**src/rtl/light_stick_pkg.sv**
```systemverilog
// Shared types and constants for the light stick song/gesture control.
package light_stick_pkg;

  localparam int SONG_W        = 4;
  localparam int TIMER_W       = 12;
  localparam int NUM_SONGS_DEF = 9;
  localparam int SHAKE_MIN_DEF = 20;
  localparam int SHAKE_MAX_DEF = 60;

  typedef enum logic [1:0] {
    IDLE    = 2'd0,
    ARMED   = 2'd1,
    PLAYING = 2'd2
  } gesture_state_e;

  function automatic logic [SONG_W-1:0] song_step(
    input logic [SONG_W-1:0] cur,
    input logic              fwd,
    input logic [SONG_W-1:0] top
  );
    logic [SONG_W-1:0] nxt;
    if (fwd) begin
      nxt = (cur == top) ? {{(SONG_W-1){1'b0}}, 1'b1} : cur + {{(SONG_W-1){1'b0}}, 1'b1};
    end else begin
      nxt = (cur == {{(SONG_W-1){1'b0}}, 1'b1}) ? top : cur - {{(SONG_W-1){1'b0}}, 1'b1};
    end
    return nxt;
  endfunction

endpackage

```
**src/rtl/btn_debounce.sv**
```systemverilog
// Two-flop synchroniser, stability-count debouncer and rising-edge event pulse
// for one raw asynchronous input.
module btn_debounce #(
  parameter int DEB_CYCLES = 16
) (
  input  logic clk,
  input  logic rst_n,
  input  logic i_raw,
  output logic o_level,
  output logic o_rise
);

  localparam int CNT_W = $clog2(DEB_CYCLES + 1);

  logic             r_sync1;
  logic             r_sync2;
  logic [CNT_W-1:0] r_cnt;
  logic             w_differ;
  logic             w_accept;

  assign w_differ = (r_sync2 != o_level);
  assign w_accept = w_differ && (r_cnt == CNT_W'(DEB_CYCLES - 1));

  // Any cycle agreeing with the current level restarts the stability count.
  always_ff @(posedge clk or negedge rst_n) begin
    if (!rst_n) begin
      r_sync1 <= 1'b0;
      r_sync2 <= 1'b0;
      r_cnt   <= '0;
      o_level <= 1'b0;
      o_rise  <= 1'b0;
    end else begin
      r_sync1 <= i_raw;
      r_sync2 <= r_sync1;
      o_rise  <= w_accept && r_sync2;
      if (w_accept) begin
        o_level <= r_sync2;
        r_cnt   <= '0;
      end else if (w_differ) begin
        r_cnt   <= r_cnt + CNT_W'(1);
      end else begin
        r_cnt   <= '0;
      end
    end
  end

endmodule

```
**src/rtl/song_select_ctrl.sv**
```systemverilog
// Song selection and two-shake play-start controller: arbitrates debounced
// next/prev events, tracks song_no and runs the shake timing-window FSM.
module song_select_ctrl
  import light_stick_pkg::*;
#(
  parameter int NUM_SONGS  = NUM_SONGS_DEF,
  parameter int DEB_CYCLES = 16,
  parameter int TICK_DIV   = 1000,
  parameter int SHAKE_MIN  = SHAKE_MIN_DEF,
  parameter int SHAKE_MAX  = SHAKE_MAX_DEF
) (
  input  logic              clk,
  input  logic              rst_n,
  input  logic              next_btn,
  input  logic              prev_btn,
  input  logic              shake_in,
  output logic [SONG_W-1:0] song_no,
  output logic              restart,
  output logic              song_chg,
  output logic              play_start
);

  localparam int PRESC_W = (TICK_DIV > 1) ? $clog2(TICK_DIV) : 1;

  logic                w_next_ev;
  logic                w_prev_ev;
  logic                w_shake_ev;
  logic                w_next_lvl;
  logic                w_prev_lvl;
  logic                w_shake_lvl;
  logic                w_chg;
  logic                w_tick;
  logic                w_in_window;
  logic [SONG_W-1:0]   w_new_song;
  logic [PRESC_W-1:0]  r_presc;
  logic [TIMER_W-1:0]  r_timer;
  gesture_state_e      r_state;

  btn_debounce #(.DEB_CYCLES(DEB_CYCLES)) u_deb_next (
    .clk(clk), .rst_n(rst_n), .i_raw(next_btn), .o_level(w_next_lvl), .o_rise(w_next_ev)
  );
  btn_debounce #(.DEB_CYCLES(DEB_CYCLES)) u_deb_prev (
    .clk(clk), .rst_n(rst_n), .i_raw(prev_btn), .o_level(w_prev_lvl), .o_rise(w_prev_ev)
  );
  btn_debounce #(.DEB_CYCLES(DEB_CYCLES)) u_deb_shake (
    .clk(clk), .rst_n(rst_n), .i_raw(shake_in), .o_level(w_shake_lvl), .o_rise(w_shake_ev)
  );

  // Simultaneous next and prev cancel each other out.
  assign w_chg       = w_next_ev ^ w_prev_ev;
  assign w_new_song  = song_step(song_no, w_next_ev, SONG_W'(NUM_SONGS));
  assign w_tick      = (r_presc == PRESC_W'(TICK_DIV - 1));
  assign w_in_window = (r_timer >= TIMER_W'(SHAKE_MIN)) && (r_timer <= TIMER_W'(SHAKE_MAX));

  // Song counter, tick prescaler, gesture timer and gesture FSM.
  always_ff @(posedge clk or negedge rst_n) begin
    if (!rst_n) begin
      song_no    <= SONG_W'(1);
      restart    <= 1'b1;
      song_chg   <= 1'b0;
      play_start <= 1'b0;
      r_presc    <= '0;
      r_timer    <= '0;
      r_state    <= IDLE;
    end else begin
      song_chg   <= 1'b0;
      play_start <= 1'b0;
      r_presc    <= w_tick ? '0 : r_presc + PRESC_W'(1);
      if ((r_state == ARMED) && w_tick && (r_timer != {TIMER_W{1'b1}})) begin
        r_timer <= r_timer + TIMER_W'(1);
      end
      if (w_chg) begin
        song_no  <= w_new_song;
        song_chg <= 1'b1;
        restart  <= 1'b1;
        r_state  <= IDLE;
        r_timer  <= '0;
      end else begin
        case (r_state)
          IDLE: begin
            restart <= 1'b1;
            if (w_shake_ev) begin
              r_state <= ARMED;
              r_timer <= '0;
              r_presc <= '0;
            end
          end
          ARMED: begin
            restart <= 1'b1;
            if (w_shake_ev && w_in_window) begin
              r_state    <= PLAYING;
              restart    <= 1'b0;
              play_start <= 1'b1;
            end else if (w_shake_ev) begin
              r_timer <= '0;
              r_presc <= '0;
            end else if (r_timer > TIMER_W'(SHAKE_MAX)) begin
              r_state <= IDLE;
              r_timer <= '0;
            end
          end
          PLAYING: begin
            restart <= 1'b0;
          end
          default: begin
            r_state <= IDLE;
            restart <= 1'b1;
            r_timer <= '0;
          end
        endcase
      end
    end
  end

endmodule

```
**config.mk**
```make
export PLATFORM = sky130hd
export DESIGN_NAME = song_select_ctrl
export DESIGN_NICKNAME = d
export VERILOG_FILES = /design/src/rtl/light_stick_pkg.sv /design/src/rtl/btn_debounce.sv /design/src/rtl/song_select_ctrl.sv
export SDC_FILE = /design/constraint.sdc
export NUM_CORES = 1
export LEC_CHECK = 0
export BUFFER_PORTS_ARGS = -buffer_cell sky130_fd_sc_hd__buf_2
export CORE_MARGIN = 4
export CORE_UTILIZATION = 61
export DETAILED_ROUTE_END_ITERATION = 6
export PLACE_DENSITY_LB_ADDON = 0.12
export SYNTH_ARGS = -nofsm -noshare
export SYNTH_HDL_FRONTEND = slang
export SYNTH_SLANG_ARGS = --single-unit
```
**constraint.sdc**
```tcl
create_clock -name clk -period 2.01 [get_ports clk]
set_input_delay 0 -clock clk [delete_from_list [all_inputs] [get_ports clk]]
set_output_delay 0 -clock clk [all_outputs]
set_load 0.03 [all_outputs]
```
==> metrics.cfg <==
[setup_path]
critPathArrivalTime_ns=2.15
r2r-end=r_timer[7]
regToRegSetupSlack_ns=0.12
endpoint=r_timer[7]
regToRegStartpoint=r_timer[11]
startpoint=r_timer[11]
start_kind=flop
crit_type=reg2reg
cp_max_fo=7
cp.required_ns=2.27
end_kind=flop
rr_worst_depth=5

[yosys]
synth-main-ff-cell=dfrtp_1
synthTopCellsByArea=dfrtp_1 (48%), ha_1 (5.6%), nor2_1 (3.1%)
synth_top_family_by_area=simple AND/OR/NAND/NOR gates
synth.avg_cell_area_um2=10.58
synth-xor-area-share_pct=5.417
synth.area.mux_share_pct=0.3869
yosys.area_share.simple_pct=22.61
synth_edf_count=0
yosysUniqueCellTypes=54
synth.cell_area_mm2=0.002910
synth_seq_cells=58
synth_compound_area_share_pct=12.64
yosys_warnings=0
syn-num-nets=293
synthCells=275
synth_area_leader_cell=dfrtp_1
ys_seq_area_share_pct=49.96
synth-adder-area-share_pct=5.589
post-synth-top-area-fraction_pct=48.15
async_flop_share_pct=100.0
synth_common_cells=dfrtp_1 (56), nor2_1 (24), inv_1 (19), nand2_1 (17)
yosysMostFrequentCell=dfrtp_1

[routing]
vias=2146
drtIter0Drc=80
wl_per_cell_um=14.64
routed_wl_um=5344
drc=0
dr.pass1.iters=5
detail-route-antenna-nets=0
viasPerCell=5.879

[global_routing]
grt_first_pass_wirelength_um=9280
grt_usage_pct=19.79
grt_pass1_vias=2094
overflow=0
grt_antenna_before_repair=0
grt_max_degree=25

[clock_tree]
cts.clk_slew.worst_paths_ns=0.06
cts.sinks=58
cts_tree=built
cts_buffers=9
ctsLongestPathBuffers=2
cts-htree-levels=3
clk_latency_ns=0.34
cts_root_buf=clkbuf_8

[pwr]
p_total_mw=2.357
p_int_mw=1.818
pwr-share-clk_pct=41.5
leakage_nw=1.514
peakVddDrop_uv=432.1
swShare_pct=22.86
powerDensity_mw_per_mm2=703.0
p_comb_share_pct=4.9
switching_power_mw=0.5389
seq_power_share_pct=53.6

[sta]
finalMaxSlewViolations=0
fin_ws_ns=0.1231
fmax_ghz=0.5300
slew_headroom_pct=65.20
finalSetupTns_ns=0
hold_viol=0
period_minus_slack_ns=1.887
period_share_pct=93.87
fin_skew_ns=0.006370
worst_slew_pin_slew_ns=0.5221
final-setup-viol-count=0
rsz0062_at_grt=false
hold_slack_ns=0.1728

[place]
port_buffers=11
placed_area_mm2=0.003093
post-dp-hpwl_um=3706
post-place-ws_ns=0.03291
dp.cells=345
gp_congestion=0.8253

[worst_hold_path]
holdCritPathClass=in2async

[cells_and_area]
nets=328
multiInputGateArea_mm2=0.001390
nFillCells=310
final_util_pct=74.94
stdcell_count=365
fin_area_mm2=0.003353
areaGrowthSynthToFinish_pct=15.22
ff_latch_area_mm2=0.001454
drive_gt1_share_pct=20.77
diodes=0

[die]
die_w_um=77.07
io_pins=12
die_h_um=77.07
row_count=24
coreArea_mm2=0.004474
start_util_pct=65.04
die-area_mm2=0.005940

[outcome]
status=complete, no violations

[job]
max_cap_viol_count=0

sequential cells by signal, indices dropped and copies added, names as in the netlist, 2 cells and up:
register	flops
song_no	4
u_deb_prev.r_cnt	5
r_timer	12
r_presc	10
u_deb_next.r_cnt	5
u_deb_shake.r_cnt	5
r_state	2
power by group through the flow:
stage | combinational [mW] | clock, mW | sequential (mW)
3_5_place_dp | 0.112 | 0 | 1.28
6_report | 0.115 | 0.979 | 1.26
4_1_cts | 0.120 | 0.998 | 1.26
3_3_place_gp | 0.106 | 0 | 1.28
5_1_grt | 0.138 | 1.05 | 1.27
2_1_floorplan | 0.0667 | 0 | 1.27
how the worst min path moves through the flow:
stage | depth (start not counted) | startpoint | endpoint | slack (ns)
detailed placement | 1 | rst_n | r_state[0] | 0.01
CTS | 2 | rst_n | r_presc[7] | 0.18
floorplan | 0 | rst_n | play_start | -0.30
finish | 2 | rst_n | r_presc[7] | 0.17
global route | 2 | rst_n | r_presc[7] | 0.22
global placement | 1 | rst_n | u_deb_prev.r_cnt[3] | -0.002
timing repair:
action                                 in CTS  in global routing
resized for setup                           0                  3
endpoints found under the hold margin      24                  0
setup buffers                               0                  2
setup endpoints to repair                   0                 10
hold buffers                                4                  0
metal layers:
metal / part of all wire (%) / up-vias / GRT usage (%)
met2: 49 / 46 / 32.49
met1: 46 / 1041 / 25.06
met3: 4.0 / 8 / 4.215
li1: - / 1051 / -
met4: 1.5 / 0 / 9.253
met5: 0 / - / 0
kinds of logic (layout without fill, tap and decap cells):
group / count (synthesis) / count (layout)
AOI/OAI and AO/OA: 50 / 50
xor gates and xnor gates: 18 / 18
adders and majority gates: 13 / 13
buffers and inverters: 24 / 62
DFF: 58 / 58
muxes: 1 / 1
and+or+nand+nor: 111 / 111
final cells by class:
class	instances	share of cell area, %
clock buffer	10	3.806
sequential	58	43.36
tap	52	1.940
clock inverter	4	1.343
inverter	19	2.127
timing repair buffer	29	5.970
multi-input combinational	193	41.46
layout by cell type (no fill, tap or decap), types with 2 or more instances in the layout:
master,count
ha_1,13
nor3_1,5
and3b_1,2
nor2b_1,6
buf_2,11
xor2_1,8
dfrtp_1,56
nor2_1,24
o21a_1,2
nand2b_1,5
and3_1,4
a21oi_1,13
dlygate4sd3_1,4
o31ai_1,6
or2_2,4
o311ai_0,2
xnor2_1,10
or4_1,8
nor3_2,7
dfstp_2,2
o21ai_0,12
nand3_1,13
inv_1,19
clkinv_2,3
a311oi_1,2
nor3b_2,2
clkbuf_8,9
nand2_1,17
nand4_1,2
buf_4,14
a2111oi_4,2
a31oi_1,2
critical path, stage by stage, from the launching register on:
cell and delay [ns]:
dfrtp_1 0.40, or4_4 0.58, a2111oi_4 0.34, o221ai_4 0.20
buf_4 0.19, a21oi_1 0.11
Note: power is estimated with default switching activity, not from simulation.
